--- config.mk ---
export PLATFORM = sky130hd
export DESIGN_NAME = dram_req_scheduler_flat
export DESIGN_NICKNAME = d
export VERILOG_FILES = /design/src/rtl/dram_req_scheduler_if.sv /design/src/rtl/dram_req_scheduler.sv /design/src/flat_wrapper.sv
export SDC_FILE = /design/constraint.sdc
export NUM_CORES = 1
export LEC_CHECK = 0
export CORE_MARGIN = 8
export CORE_UTILIZATION = 41
export DETAILED_ROUTE_END_ITERATION = 6
export GPL_ROUTABILITY_DRIVEN = 1
export GPL_TIMING_DRIVEN = 0
export PLACE_DENSITY_LB_ADDON = 0.15
export REMOVE_ABC_BUFFERS = 1
export SLEW_MARGIN = 20
export SYNTH_ARGS = -nofsm -noshare
export SYNTH_HDL_FRONTEND = slang
export SYNTH_SLANG_ARGS = --single-unit
--- constraint.sdc ---
create_clock -name clk_in -period 2.9 [get_ports clk_in]
set_input_delay 0.29 -clock clk_in [delete_from_list [all_inputs] [get_ports clk_in]]
set_output_delay 0.29 -clock clk_in [all_outputs]
set_load 0.02 [all_outputs]
--- src/rtl/dram_req_scheduler_if.sv ---
// Requester, response and DRAM command bundle for the request scheduler.
interface dram_req_scheduler_if #(
  parameter int unsigned NUM_REQ    = 2,
  parameter int unsigned PADDR_BITS = 19,
  parameter int unsigned ROW_BITS   = 8,
  parameter int unsigned COL_BITS   = 4,
  parameter int unsigned BANKS      = 8
);
  logic [NUM_REQ-1:0]                 req_valid_in;
  logic [NUM_REQ-1:0]                 req_ready_out;
  logic [NUM_REQ-1:0][PADDR_BITS-1:0] req_addr_in;
  logic [NUM_REQ-1:0][63:0]           req_wdata_in;
  logic [NUM_REQ-1:0]                 rsp_valid_out;
  logic [63:0]                        rsp_data_out;
  logic                               cmd_valid_out;
  logic [2:0]                         cmd_out;
  logic [$clog2(BANKS)-1:0]           cmd_bank_out;
  logic [ROW_BITS-1:0]                cmd_row_out;
  logic [COL_BITS-1:0]                cmd_col_out;
  logic [63:0]                        wdata_out;
  logic [63:0]                        rdata_in;
  logic [15:0]                        hit_count_out;

  modport slave (
    input  req_valid_in, req_addr_in, req_wdata_in, rdata_in,
    output req_ready_out, rsp_valid_out, rsp_data_out, cmd_valid_out, cmd_out,
    output cmd_bank_out, cmd_row_out, cmd_col_out, wdata_out, hit_count_out
  );

  modport master (
    output req_valid_in, req_addr_in, req_wdata_in, rdata_in,
    input  req_ready_out, rsp_valid_out, rsp_data_out, cmd_valid_out, cmd_out,
    input  cmd_bank_out, cmd_row_out, cmd_col_out, wdata_out, hit_count_out
  );
endinterface

--- src/rtl/dram_req_scheduler.sv ---
// Single-outstanding DRAM request scheduler: round-robin arbitration, per-bank
// open-row tracking, PRE/ACT/RD/WR sequencing with fixed latencies.
module dram_req_scheduler #(
  parameter int unsigned NUM_REQ            = 2,
  parameter int unsigned PADDR_BITS         = 19,
  parameter int unsigned ROW_BITS           = 8,
  parameter int unsigned COL_BITS           = 4,
  parameter int unsigned BANKS              = 8,
  parameter int unsigned ACTIVATION_LATENCY = 8,
  parameter int unsigned PRECHARGE_LATENCY  = 5,
  parameter int unsigned CAS_LATENCY        = 22
) (
  input logic                 clk_in,
  input logic                 rst_in,
  dram_req_scheduler_if.slave bus
);
  localparam int unsigned BankBits = $clog2(BANKS);
  localparam int unsigned IdBits   = $clog2(NUM_REQ);
  localparam int unsigned MaxLat   =
      (CAS_LATENCY > ACTIVATION_LATENCY) ?
      ((CAS_LATENCY > PRECHARGE_LATENCY) ? CAS_LATENCY : PRECHARGE_LATENCY) :
      ((ACTIVATION_LATENCY > PRECHARGE_LATENCY) ? ACTIVATION_LATENCY : PRECHARGE_LATENCY);
  localparam int unsigned CntW     = $clog2(MaxLat + 1);

  // Wait-state loads: the issue cycle itself counts as the first latency cycle.
  localparam logic [CntW-1:0] PreWait =
      CntW'((PRECHARGE_LATENCY > 1) ? PRECHARGE_LATENCY - 2 : 0);
  localparam logic [CntW-1:0] ActWait =
      CntW'((ACTIVATION_LATENCY > 1) ? ACTIVATION_LATENCY - 2 : 0);
  localparam logic [CntW-1:0] CasWait = CntW'(CAS_LATENCY - 1);

  localparam logic [2:0] CmdRd  = 3'b000;
  localparam logic [2:0] CmdWr  = 3'b001;
  localparam logic [2:0] CmdAct = 3'b010;
  localparam logic [2:0] CmdPre = 3'b011;

  localparam logic [3:0] StIdle     = 4'd0;
  localparam logic [3:0] StDecide   = 4'd1;
  localparam logic [3:0] StIssuePre = 4'd2;
  localparam logic [3:0] StWaitPre  = 4'd3;
  localparam logic [3:0] StIssueAct = 4'd4;
  localparam logic [3:0] StWaitAct  = 4'd5;
  localparam logic [3:0] StIssueRw  = 4'd6;
  localparam logic [3:0] StWaitCas  = 4'd7;
  localparam logic [3:0] StResp     = 4'd8;

  logic [3:0]            state_q, state_d;
  logic [CntW-1:0]       cnt_q, cnt_d;
  logic [IdBits-1:0]     id_q, last_grant_q, grant_id;
  logic                  grant_valid;
  int unsigned           cand;
  logic [PADDR_BITS-1:0] sel_addr;
  logic                  unused_addr;
  logic                  we_q;
  logic [BankBits-1:0]   bank_q;
  logic [ROW_BITS-1:0]   row_q;
  logic [COL_BITS-1:0]   col_q;
  logic [63:0]           wdata_q, rdata_q;
  logic [15:0]           hit_q;
  logic [BANKS-1:0]      open_q;
  logic [ROW_BITS-1:0]   open_row_q [BANKS];
  logic                  row_hit;

  always_comb begin
    grant_valid       = 1'b0;
    grant_id          = '0;
    cand              = 0;
    bus.req_ready_out = '0;
    if (state_q == StIdle && !rst_in) begin
      for (int unsigned i = 0; i < NUM_REQ; i++) begin
        cand = (32'(last_grant_q) + i + 1) % NUM_REQ;
        if (!grant_valid && bus.req_valid_in[cand[IdBits-1:0]]) begin
          grant_valid = 1'b1;
          grant_id    = cand[IdBits-1:0];
        end
      end
      if (grant_valid) bus.req_ready_out[grant_id] = 1'b1;
    end
  end

  assign sel_addr    = bus.req_addr_in[grant_id];
  assign unused_addr = ^sel_addr;
  assign row_hit     = open_q[bank_q] && (open_row_q[bank_q] == row_q);

  always_comb begin
    state_d = state_q;
    cnt_d   = cnt_q;
    case (state_q)
      StIdle:     if (grant_valid) state_d = StDecide;
      StDecide: begin
        if (row_hit)             state_d = StIssueRw;
        else if (open_q[bank_q]) state_d = StIssuePre;
        else                     state_d = StIssueAct;
      end
      StIssuePre: begin
        state_d = (PRECHARGE_LATENCY > 1) ? StWaitPre : StIssueAct;
        cnt_d   = PreWait;
      end
      StWaitPre: begin
        if (cnt_q == '0) state_d = StIssueAct;
        else             cnt_d   = cnt_q - 1'b1;
      end
      StIssueAct: begin
        state_d = (ACTIVATION_LATENCY > 1) ? StWaitAct : StIssueRw;
        cnt_d   = ActWait;
      end
      StWaitAct: begin
        if (cnt_q == '0) state_d = StIssueRw;
        else             cnt_d   = cnt_q - 1'b1;
      end
      StIssueRw: begin
        state_d = we_q ? StIdle : StWaitCas;
        cnt_d   = CasWait;
      end
      StWaitCas: begin
        if (cnt_q == '0) state_d = StResp;
        else             cnt_d   = cnt_q - 1'b1;
      end
      StResp:     state_d = StIdle;
      default:    state_d = StIdle;
    endcase
  end

  always_ff @(posedge clk_in) begin
    if (rst_in) begin
      state_q      <= StIdle;
      cnt_q        <= '0;
      id_q         <= '0;
      last_grant_q <= IdBits'(NUM_REQ - 1);
      we_q         <= 1'b0;
      bank_q       <= '0;
      row_q        <= '0;
      col_q        <= '0;
      wdata_q      <= '0;
      rdata_q      <= '0;
      hit_q        <= '0;
      open_q       <= '0;
      for (int unsigned b = 0; b < BANKS; b++) open_row_q[b] <= '0;
    end else begin
      state_q <= state_d;
      cnt_q   <= cnt_d;
      if (state_q == StIdle && grant_valid) begin
        id_q         <= grant_id;
        last_grant_q <= grant_id;
        we_q         <= sel_addr[PADDR_BITS-1];
        col_q        <= sel_addr[COL_BITS-1:0];
        bank_q       <= sel_addr[COL_BITS +: BankBits];
        row_q        <= sel_addr[COL_BITS+BankBits +: ROW_BITS];
        wdata_q      <= bus.req_wdata_in[grant_id];
      end
      if (state_q == StDecide && row_hit && hit_q != 16'hFFFF) hit_q <= hit_q + 16'd1;
      if (state_q == StIssuePre) open_q[bank_q] <= 1'b0;
      if (state_q == StIssueAct) begin
        open_q[bank_q]     <= 1'b1;
        open_row_q[bank_q] <= row_q;
      end
      if (state_q == StWaitCas && cnt_q == '0) rdata_q <= bus.rdata_in;
    end
  end

  assign bus.hit_count_out = hit_q;

  always_comb begin
    bus.cmd_valid_out = 1'b0;
    bus.cmd_out       = '0;
    bus.cmd_bank_out  = '0;
    bus.cmd_row_out   = '0;
    bus.cmd_col_out   = '0;
    bus.wdata_out     = '0;
    bus.rsp_valid_out = '0;
    bus.rsp_data_out  = '0;
    case (state_q)
      StIssuePre: begin
        bus.cmd_valid_out = 1'b1;
        bus.cmd_out       = CmdPre;
        bus.cmd_bank_out  = bank_q;
      end
      StIssueAct: begin
        bus.cmd_valid_out = 1'b1;
        bus.cmd_out       = CmdAct;
        bus.cmd_bank_out  = bank_q;
        bus.cmd_row_out   = row_q;
      end
      StIssueRw: begin
        bus.cmd_valid_out = 1'b1;
        bus.cmd_out       = we_q ? CmdWr : CmdRd;
        bus.cmd_bank_out  = bank_q;
        bus.cmd_col_out   = col_q;
        bus.wdata_out     = we_q ? wdata_q : '0;
      end
      StResp: begin
        bus.rsp_valid_out[id_q] = 1'b1;
        bus.rsp_data_out        = rdata_q;
      end
      default: ;
    endcase
  end
endmodule

--- src/flat_wrapper.sv ---
// flat-port wrapper written by rule: the top's interface ports become plain ports
module dram_req_scheduler_flat 
#(
  parameter int unsigned NUM_REQ            = 2,
  parameter int unsigned PADDR_BITS         = 19,
  parameter int unsigned ROW_BITS           = 8,
  parameter int unsigned COL_BITS           = 4,
  parameter int unsigned BANKS              = 8,
  parameter int unsigned ACTIVATION_LATENCY = 8,
  parameter int unsigned PRECHARGE_LATENCY  = 5,
  parameter int unsigned CAS_LATENCY        = 22
)
  (clk_in, rst_in, bus_req_valid_in, bus_req_addr_in, bus_req_wdata_in, bus_rdata_in, bus_req_ready_out, bus_rsp_valid_out, bus_rsp_data_out, bus_cmd_valid_out, bus_cmd_out, bus_cmd_bank_out, bus_cmd_row_out, bus_cmd_col_out, bus_wdata_out, bus_hit_count_out);
  dram_req_scheduler_if #(.NUM_REQ(NUM_REQ), .PADDR_BITS(PADDR_BITS), .ROW_BITS(ROW_BITS), .COL_BITS(COL_BITS), .BANKS(BANKS)) bus_i ();
  input logic clk_in;
  input logic rst_in;
  input wire logic [$bits(bus_i.req_valid_in)-1:0] bus_req_valid_in;
  input wire logic [$bits(bus_i.req_addr_in)-1:0] bus_req_addr_in;
  input wire logic [$bits(bus_i.req_wdata_in)-1:0] bus_req_wdata_in;
  input wire logic [$bits(bus_i.rdata_in)-1:0] bus_rdata_in;
  output wire logic [$bits(bus_i.req_ready_out)-1:0] bus_req_ready_out;
  output wire logic [$bits(bus_i.rsp_valid_out)-1:0] bus_rsp_valid_out;
  output wire logic [$bits(bus_i.rsp_data_out)-1:0] bus_rsp_data_out;
  output wire logic [$bits(bus_i.cmd_valid_out)-1:0] bus_cmd_valid_out;
  output wire logic [$bits(bus_i.cmd_out)-1:0] bus_cmd_out;
  output wire logic [$bits(bus_i.cmd_bank_out)-1:0] bus_cmd_bank_out;
  output wire logic [$bits(bus_i.cmd_row_out)-1:0] bus_cmd_row_out;
  output wire logic [$bits(bus_i.cmd_col_out)-1:0] bus_cmd_col_out;
  output wire logic [$bits(bus_i.wdata_out)-1:0] bus_wdata_out;
  output wire logic [$bits(bus_i.hit_count_out)-1:0] bus_hit_count_out;
  assign bus_i.req_valid_in = bus_req_valid_in;
  assign bus_i.req_addr_in = bus_req_addr_in;
  assign bus_i.req_wdata_in = bus_req_wdata_in;
  assign bus_i.rdata_in = bus_rdata_in;
  assign bus_req_ready_out = bus_i.req_ready_out;
  assign bus_rsp_valid_out = bus_i.rsp_valid_out;
  assign bus_rsp_data_out = bus_i.rsp_data_out;
  assign bus_cmd_valid_out = bus_i.cmd_valid_out;
  assign bus_cmd_out = bus_i.cmd_out;
  assign bus_cmd_bank_out = bus_i.cmd_bank_out;
  assign bus_cmd_row_out = bus_i.cmd_row_out;
  assign bus_cmd_col_out = bus_i.cmd_col_out;
  assign bus_wdata_out = bus_i.wdata_out;
  assign bus_hit_count_out = bus_i.hit_count_out;
  dram_req_scheduler #(.NUM_REQ(NUM_REQ), .PADDR_BITS(PADDR_BITS), .ROW_BITS(ROW_BITS), .COL_BITS(COL_BITS), .BANKS(BANKS), .ACTIVATION_LATENCY(ACTIVATION_LATENCY), .PRECHARGE_LATENCY(PRECHARGE_LATENCY), .CAS_LATENCY(CAS_LATENCY)) u_core (.clk_in(clk_in), .rst_in(rst_in), .bus(bus_i));
endmodule
Word level (Yosys, flattened, before mapping)

Memory sizes are Yosys's and may differ from the RTL's. A register that Yosys moved wholly into a read port is not among the register bits.
Index checks and enable logic that the tools add are counted.

Register bits after elaboration: 179
Bits in latches: 0
RAM bits: 64
Bits in read-only memories: 0
Input port bits: 234
Output and inout bits: 167
Word-level logic and storage cells: 124
Memories kept: 1

Memory list:

| name              | words | width | read ports | clocked after Yosys merged registers in | write ports | RTL line                 | text |
|---|---|---|---|---|---|---|---|
| u_core.open_row_q | 8     | 8     | 1          | 1                                       | 8           | dram_req_scheduler.sv:61 | `logic [ROW_BITS-1:0] open_row_q [BANKS];` |

Add/subtract/negate cells: 4
$mul: 0
Div/mod/pow operators: 0
Order comparisons: 9
Equality and inequality tests: 15
Shift-type cells: 0
Multiplexer cells: 60
Bitwise operators: 3
Reductions and logical operators: 20

Operators by type and width:

| kind                                                        | number |
|---|---|
| 2-to-1 mux 64 bit                                           | 5 |
| 2-to-1 mux 8 bit                                            | 5 |
| 2-to-1 mux 19 bit                                           | 2 |
| case mux 4 bit (8 select lines)                             | 1 |
| 2-to-1 mux 1 bit                                            | 25 |
| 2-to-1 mux 4 bit                                            | 6 |
| case mux 5 bit (4 select lines)                             | 1 |
| 2-to-1 mux 3 bit                                            | 6 |
| adder 16 x 1 -> 16 bit (second input constant)              | 1 |
| equality test 4 x 3 -> 1 bit (second input constant)        | 4 |
| inequality test 16 bit (second input constant)              | 1 |
| logical AND 1 bit                                           | 10 |
| less-than comparator 1 x 2 -> 1 bit (second input constant) | 5 |
| case mux 3 bit (3 select lines)                             | 1 |
| AND 8 bit                                                   | 1 |
| equality test 4 x 2 -> 1 bit (second input constant)        | 2 |
| equality test 8 bit                                         | 1 |
| inverter 8 bit                                              | 1 |
| bitwise OR 8 bit                                            | 1 |
| OR reduction 8 bit                                          | 1 |
| 2-to-1 mux 2 bit                                            | 3 |
| inequality test 2 x 1 -> 1 bit (second input constant)      | 3 |
| OR reduction 3 bit                                          | 2 |
| logical NOT 5 bit                                           | 1 |
| other kinds (17)                                            | 22 |

Longest topological paths before layout

Gate-level depths: netlist of run 1.

Depth in word-level cells: 15
Gate-level depth with buffers: 12
Gate-level depth less buffers: 9

Worst setup path before layout of run 1

Ideal clock, no wire load.

Path kind: register to register
Start: register with a tool-made name
End: register u_core.hit_q[8] (netlist: u_core.bus.hit_count_out[8])
Setup time: 0.121 ns
Data arrival time: 2.730 ns
Data required time: 2.779 ns
Path slack: 0.049 ns
Stages on the path, launching flop included: 11
Cells stage by stage: dfxtp_1 > buf_2 > mux4_2 > mux2i_1 > xor2_1 > nand2_1 > or4_1 > buf_2 > buf_6 > nor4_1 > mux2_2

RTL lines:

| element                | RTL line                  | text |
|---|---|---|
| end signal: assignment | dram_req_scheduler.sv:151 | `if (state_q == StDecide && row_hit && hit_q != 16'hFFFF) hit_q <= hit_q + 16'd1;` |
| end: declaration       | dram_req_scheduler.sv:59  | `logic [15:0] hit_q;` |

Final worst setup path of run 1

Start: register u_core.state_q[0]
End: output port bus_req_ready_out[1]

Longest elaborated chain between the ends: 3

RTL lines:

| element                  | RTL line                  | text |
|---|---|---|
| start: declaration       | dram_req_scheduler.sv:47  | `logic [3:0] state_q, state_d;` |
| start signal: assignment | dram_req_scheduler.sv:126 | `state_q <= StIdle;` |
| start signal: assignment | dram_req_scheduler.sv:140 | `state_q <= state_d;` |
| logical NOT 4 bit        | dram_req_scheduler.sv:69  | `if (state_q == StIdle && !rst_in) begin` |
| logical AND 1 bit        | dram_req_scheduler.sv:69  |  |
| 2-to-1 mux 2 bit         | dram_req_scheduler.sv:69  |  |
| end: declaration         | flat_wrapper.sv:21        | `output wire logic [$bits(bus_i.req_ready_out)-1:0] bus_req_ready_out;` |

No other way between the ends.

==> impl_metrics.ini, run 1 <==
[power]
cellPowerDensity_nw_per_um2 = 525.2
combPwrFrac_pct = 17.0
p_leak_uw = 0.007665
switching_share_pct = 26.83
clkPwrFrac_pct = 38.7
internal_power_uw = 6682
power_switching_uw = 2451
peakVddDrop_uv = 441.9
power_frac_seq_pct = 44.3

[timing]
slew_headroom_pct = 41.20
clock_skew_ns = 0.02307
final_max_slew_viol_count = 0
hold_viol = 0
finalWorstSetupSlack_ns = -0.002628
period_share_pct = 100.1
setup_viol = 1
rsz0062_at_grt = yes
min_period_ns = 2.903
fmax_mhz = 344.5
worst_pin_slew_ns = 0.8728

[yosys]
yosys_warnings = 0
synth_top_area_share_pct = 31.56
synth-edff-count = 64
synth_cell_types = 50
yosys.area.top_type = dfxtp_1
postSynthCellCount = 1269
synthesis.area_sq_um = 11550
synthTopCellsByArea = dfxtp_1, edfxtp_1, mux2i_1
syn_area_per_cell_sq_um = 9.099
yosysSeqAreaShare_pct = 48.20
ys_ff_latch = 246
async_flop_share_pct = 0
synthFlopType = dfxtp_1
yosysMostFrequentCell = dfxtp_1
ys_top_cells_by_count = dfxtp_1, nand2_1, and2_1

[run_status]
violations = setup timing
status = complete, but fails checks

[cts]
cts_buffers = 28
cts_max_level = 1
clock_sinks = 246
clk_pin_slew_ns = 0.06
root_buffer = clkbuf_16
clock_latency_ns = 0.55
clockBufferDepth = 3
cts_hold_buf = 0
cts_tree = built

[critical_path]
end_kind = output pin
cp_max_fo = 45
reg2reg_depth = 7
worstPathArrival_ns = 2.61
cp.required_ns = 2.61
startpoint_type = register
crit_type = reg -> out
setup.worst_path.start = u_core.state_q[0]$_SDFFE_PP0P_

[placed_design]
dpl.hpwl_um = 30000
io_buffers = 393
dp.cells = 1958
gp_congestion = 0.8199

[hold_path]
hp-class = in -> reg
min_from = rst_in
hold-path-cell-count = 2

[route]
wl_um = 41840
wire_per_inst_um = 20.58
avgViaCountPerCell = 5.293
vias = 10760
first_pass_iters = 5
ant_nets = 0
drt_iter0_drc = 791
drc_errors = 0

[final_layout]
antennaDiodeCount = 0
drive_gt1_share_pct = 10.82
final_util_pct = 62.60
nNetsFinal = 1869
nFillCells = 2371
syn_to_final_growth_pct = 50.62
final_cells = 2033

[grt]
grt_pass1_vias = 10640
grt_antenna_before_repair = 3
grt_use_total_pct = 23.41
grt-ovfl-total = 0
grt_pass1_wl_um = 61980
grt_max_degree = 53

[floorplan]
die_area_sq_um = 33790
fp.coreArea_sq_um = 27780
die_y_um = 183.8
rows = 61
ios = 401
initial_core_util_pct = 41.56
die_w_um = 183.8

[run]
drv_cap = 0
==> stage by stage <==
stage          instance area [sq um]  hold WS [ns]  setup TNS, ns  setup WS (ns)  total power (uW)
6_report                       17390        0.2617      -0.002628      -0.002628              9133
5_1_grt                        17390        0.2847        -0.7318        -0.1218              9509
3_3_place_gp                   15490        0.4368       -2430.55         -11.15              5394
4_1_cts                        17050        0.2436        -0.2903        -0.1028              9107
3_5_place_dp                   15930        0.4418         -77.98        -0.8536              5464
2_1_floorplan                  11090        0.3591        -782.21         -5.961              4737
==> final timing paths <==
check / endpoint / slack, ns
worst max-delay path: bus_req_ready_out[1] / -0.003
worst min-delay path: u_core.rdata_q[37]$_SDFFE_PP0P_ / 0.26
worst max register to register: u_core.bus.hit_count_out[11]$_SDFFE_PP0P_ / 0.05
worst min register to register: u_core.rdata_q[19]$_SDFFE_PP0P_ / 0.45
==> state kept, by name (all words and copies together) (netlist names), 3 cells and up, named ones only <==
register / flops
u_core.col_q: 4
u_core.bus.hit_count_out: 16
u_core.state_q: 4
u_core.open_q: 8
u_core.row_q: 8
u_core.bank_q: 3
u_core.rdata_q: 64
u_core.wdata_q: 64
u_core.cnt_q: 5
u_core.open_row_q: 64
==> repair_timing <==
action | CTS | global route
gates cloned | 5 | 2
buffers inserted | 9 | 7
pin swaps | 8 | 27
setup endpoints to repair | 313 | 172
endpoints found under the hold margin | 0 | 0
gates resized for setup | 73 | 117
==> worst max-delay path, stage by stage, from the launching register on <==
cell           delay, ns
dfxtp_1             0.39
nor2_4              0.27
and3_4              0.33
and3_4              0.36
buf_16              0.29
dlygate4sd2_1       0.38
==> power groups by stage <==
stage | clock [uW] | sequential [uW] | combinational [uW]
2_1_floorplan | 0 | 4030 | 705
3_3_place_gp | 0 | 4140 | 1260
3_5_place_dp | 0 | 4130 | 1340
4_1_cts | 3590 | 4040 | 1470
5_1_grt | 3740 | 4080 | 1680
6_report | 3530 | 4040 | 1560
==> kinds of logic (layout without fill, tap and decap cells) <==
group | count (synthesis) | in the layout | synth area share, %
AOI/OAI and AO/OA | 228 | 228 | 10.67
xor gates and xnor gates | 5 | 5 | 0.3793
adders and majority gates | 2 | 2 | 0.2167
buffers and inverters | 117 | 496 | 4.172
DFF | 246 | 246 | 48.20
muxes | 117 | 117 | 11.13
other | 1 | 1 | 0.03248
and+or+nand+nor | 553 | 560 | 25.20
==> per-layer routing <==
metal	global-route usage (%)	up-vias	wire, um
met2	41.77	387	21360
met3	4.822	88	2615
met5	0	-	27
li1	-	5208	-
met1	27.29	5074	16220
met4	8.712	4	1611
==> cell type report <==
class / count / area, sq um / share of cell area [%]
clock buffer: 40 / 805.8 / 4.633
clock inverter: 12 / 122.6 / 0.7051
inverter: 6 / 25.02 / 0.1439
multi-input combinational: 913 / 5829 / 33.52
sequential: 246 / 5583 / 32.10
tap: 378 / 473.0 / 2.720
timing repair buffer: 438 / 4552 / 26.17
==> layout by cell type (no fill, tap or decap), drive strengths merged, types with 32 or more instances in the layout <==
cell,Yosys,layout
nand3,98,98
clkbuf,91,51
clkdlybuf4s50,0,288
and3,69,72
edfxtp,64,64
buf,20,46
and2,142,142
nor2,31,32
mux2i,98,98
dfxtp,182,182
dlymetal6s2s,0,65
nand2,149,149
a21oi,91,91
o21ai,107,107
(Power assumes the default switching activity.)
==> run 2, diff against run 1 <==
Settings changed: ABC_AREA set to 1, CORE_UTILIZATION 41 to 42, GPL_TIMING_DRIVEN 0 to 1, MAX_ROUTING_LAYER set to met4.
==> impl_metrics.ini, run 2 <==
[cts]
clk_pin_slew_ns = 0.06
root_buffer = clkbuf_16
clockBufferDepth = 3
cts_max_level = 1
clock_sinks = 246
cts_buffers = 28
cts_hold_buf = 0
clock_latency_ns = 0.54
cts_tree = built

[final_layout]
final_cells = 2496
final_common_cell = nand2_1
final_cell_mix = nand2_1, clkdlybuf4s50_1, nor2_1
largestRegisters = u_core.open_row_q x64, u_core.rdata_q x64, u_core.wdata_q x64
final_util_pct = 59.97
nNetsFinal = 2319
drive_gt1_share_pct = 10.02
nFillCells = 2677
syn_to_final_growth_pct = 41.16

[grt]
grt_max_degree = 129
grt_antenna_before_repair = 7
grt-ovfl-total = 0
grt_pass1_wl_um = 66410
grt_use_total_pct = 25.12
grt_pass1_vias = 11820

[yosys]
yosys.area.top_type = dfxtp_1
synth_cell_types = 33
syn_area_per_cell_sq_um = 6.961
ys_top_cells_by_count = nand2_1, nor2_1, inv_1
ys_ff_latch = 246
synthesis.area_sq_um = 12160
postSynthCellCount = 1747
yosys_warnings = 0
synthFlopType = dfxtp_1
synth_top_area_share_pct = 29.96
yosysMostFrequentCell = nand2_1
async_flop_share_pct = 0
yosysSeqAreaShare_pct = 45.77
synth-edff-count = 64
synthTopCellsByArea = dfxtp_1, edfxtp_1, nand2_1

[power]
p_leak_uw = 0.007303
cellPowerDensity_nw_per_um2 = 716.7
peakVddDrop_uv = 438.7

[hold_path]
hold-path-cell-count = 3
hp-class = in -> reg

[critical_path]
cp_cell_sequence = buf_4 > nor2_1 > nand2_1 > nor2_1 > o21ai_1 > nor2_1 > clkdlybuf4s50_1
cp.required_ns = 2.61
end_kind = output pin
startpoint_type = register
cpMaxStageDelayCell = clkdlybuf4s50_1
crit_top_cell = nor2_1
reg2reg_depth = 12
critPathMaxStageDelay_ns = 0.67
cp_max_fo = 5
crit_type = reg -> out
worstPathArrival_ns = 2.45

[timing]
setup_tns_ns = 0
fmax_mhz = 365.5
hold_viol = 0
worst_pin_slew_ns = 0.9604
final_max_slew_viol_count = 0
clock_skew_ns = 0.009794
min_period_ns = 2.736
slew_headroom_pct = 35.97
hold-worst-slack_ns = 0.3813
period_share_pct = 94.36
finalWorstSetupSlack_ns = 0.1637
setup_viol = 0

[route]
ant_nets = 0
wire_per_inst_um = 17.65
vias = 12420
wl_um = 44050
avgViaCountPerCell = 4.975
drc_errors = 0
drt_iter0_drc = 787
first_pass_iters = 5

[placed_design]
gp_congestion = 0.9419
dp.cells = 2433
io_buffers = 393
dp_slack_ns = 0.2264
dpl.hpwl_um = 32440

[floorplan]
die_area_sq_um = 34650
fp.coreArea_sq_um = 28630
ios = 401
initial_core_util_pct = 42.48
rows = 62
die_w_um = 186.2
die_y_um = 186.2

[run_status]
status = complete, no violations

[run]
drv_cap = 0
[run 2: cell types whose count changed after synthesis, sizes merged, moves of 9 or more]
| cell | change |
|---|---|
| inv | +221 |
| or3 | -11 |
| mux2i | -98 |
| o21ai | -18 |
| and3 | -69 |
| nand4 | +15 |
| or4 | -9 |
| mux2 | -11 |
| nor2b | -10 |
| a21oi | +62 |
| and2 | -142 |
| nor2 | +231 |
| a31o | +64 |
| nand2 | +285 |
[run 2: power by group]
part	switching (uW)	internal, uW	total [uW]	leakage (uW)
Combinational	2500	1550	4050	0.00468
Sequential	411	4190	4600	0.00216
Clock	1410	2250	3660	0.000467
Total	4320	7980	12300	0.00730
[run 2: critical path, delay by kind of cell, from the launching register on]
family                 cells  cell delay, ns
buffers and inverters      2            0.82
AND/OR/NAND/NOR            4            0.59
flip-flops                 1            0.31
AO/OA/AOI/OAI              1            0.21
[run 2: kinds of logic after synthesis]
| logic type | Yosys count | synth area share (%) |
|---|---|---|
| buffers and inverters | 346 | 11.04 |
| flip-flops | 246 | 45.77 |
| adder cells (fa/ha/maj) | 2 | 0.2057 |
| other | 1 | 0.03084 |
| AND/OR/NAND/NOR | 830 | 27.34 |
| AO/OA/AOI/OAI | 315 | 15.11 |
| XOR/XNOR | 7 | 0.5042 |
[run 2: stage by stage]
stage,area (sq um),total power (uW)
final,17170,12300
after global placement,16410,8593
after detailed placement,16410,8670
after global routing,17170,13070
after floorplan,11670,7182
after CTS,17290,12350
[run 2: routing by layer]
layer	vias up	wire, um	GRT usage, %
met3	71	3770	7.789
met1	5701	16970	28.22
met5	-	0	-
met4	0	1454	7.653
met2	408	21850	42.40
li1	6237	-	-
[run 2: worst paths after layout]
check | startpoint | endpoint | slack, ns
setup / recovery | u_core.state_q[2]$_SDFFE_PP0P_ | bus_req_ready_out[0] | 0.16
hold / removal | bus_rdata_in[37] | u_core.rdata_q[37]$_SDFFE_PP0P_ | 0.38
setup reg to reg | u_core.bank_q[0]$_SDFFE_PP0P_ | u_core.bus.hit_count_out[2]$_SDFFE_PP0P_ | 0.43
hold reg to reg | u_core.rdata_q[2]$_SDFFE_PP0P_ | u_core.rdata_q[2]$_SDFFE_PP0P_ | 0.45
[run 2: timing repair]
item | 4_1_cts | 5_1_grt
gates resized for setup | 65 | 114
pin swaps | 0 | 1
buffers inserted | 0 | 4
setup endpoints to repair | 115 | 122
[run 2: area by class of cell]
type                    instances  area (sq um)  area share (%)
flip-flops and latches        246          5567           32.43
multi-input cells            1155          5293           30.83
repair buffers                425          3993           23.26
inverters                     227         857.1           4.993
clock buffers                  45         845.8           4.927
well taps                     384         480.5           2.799
clock inverters                 7         112.6          0.6560
diodes                          7         17.52          0.1020
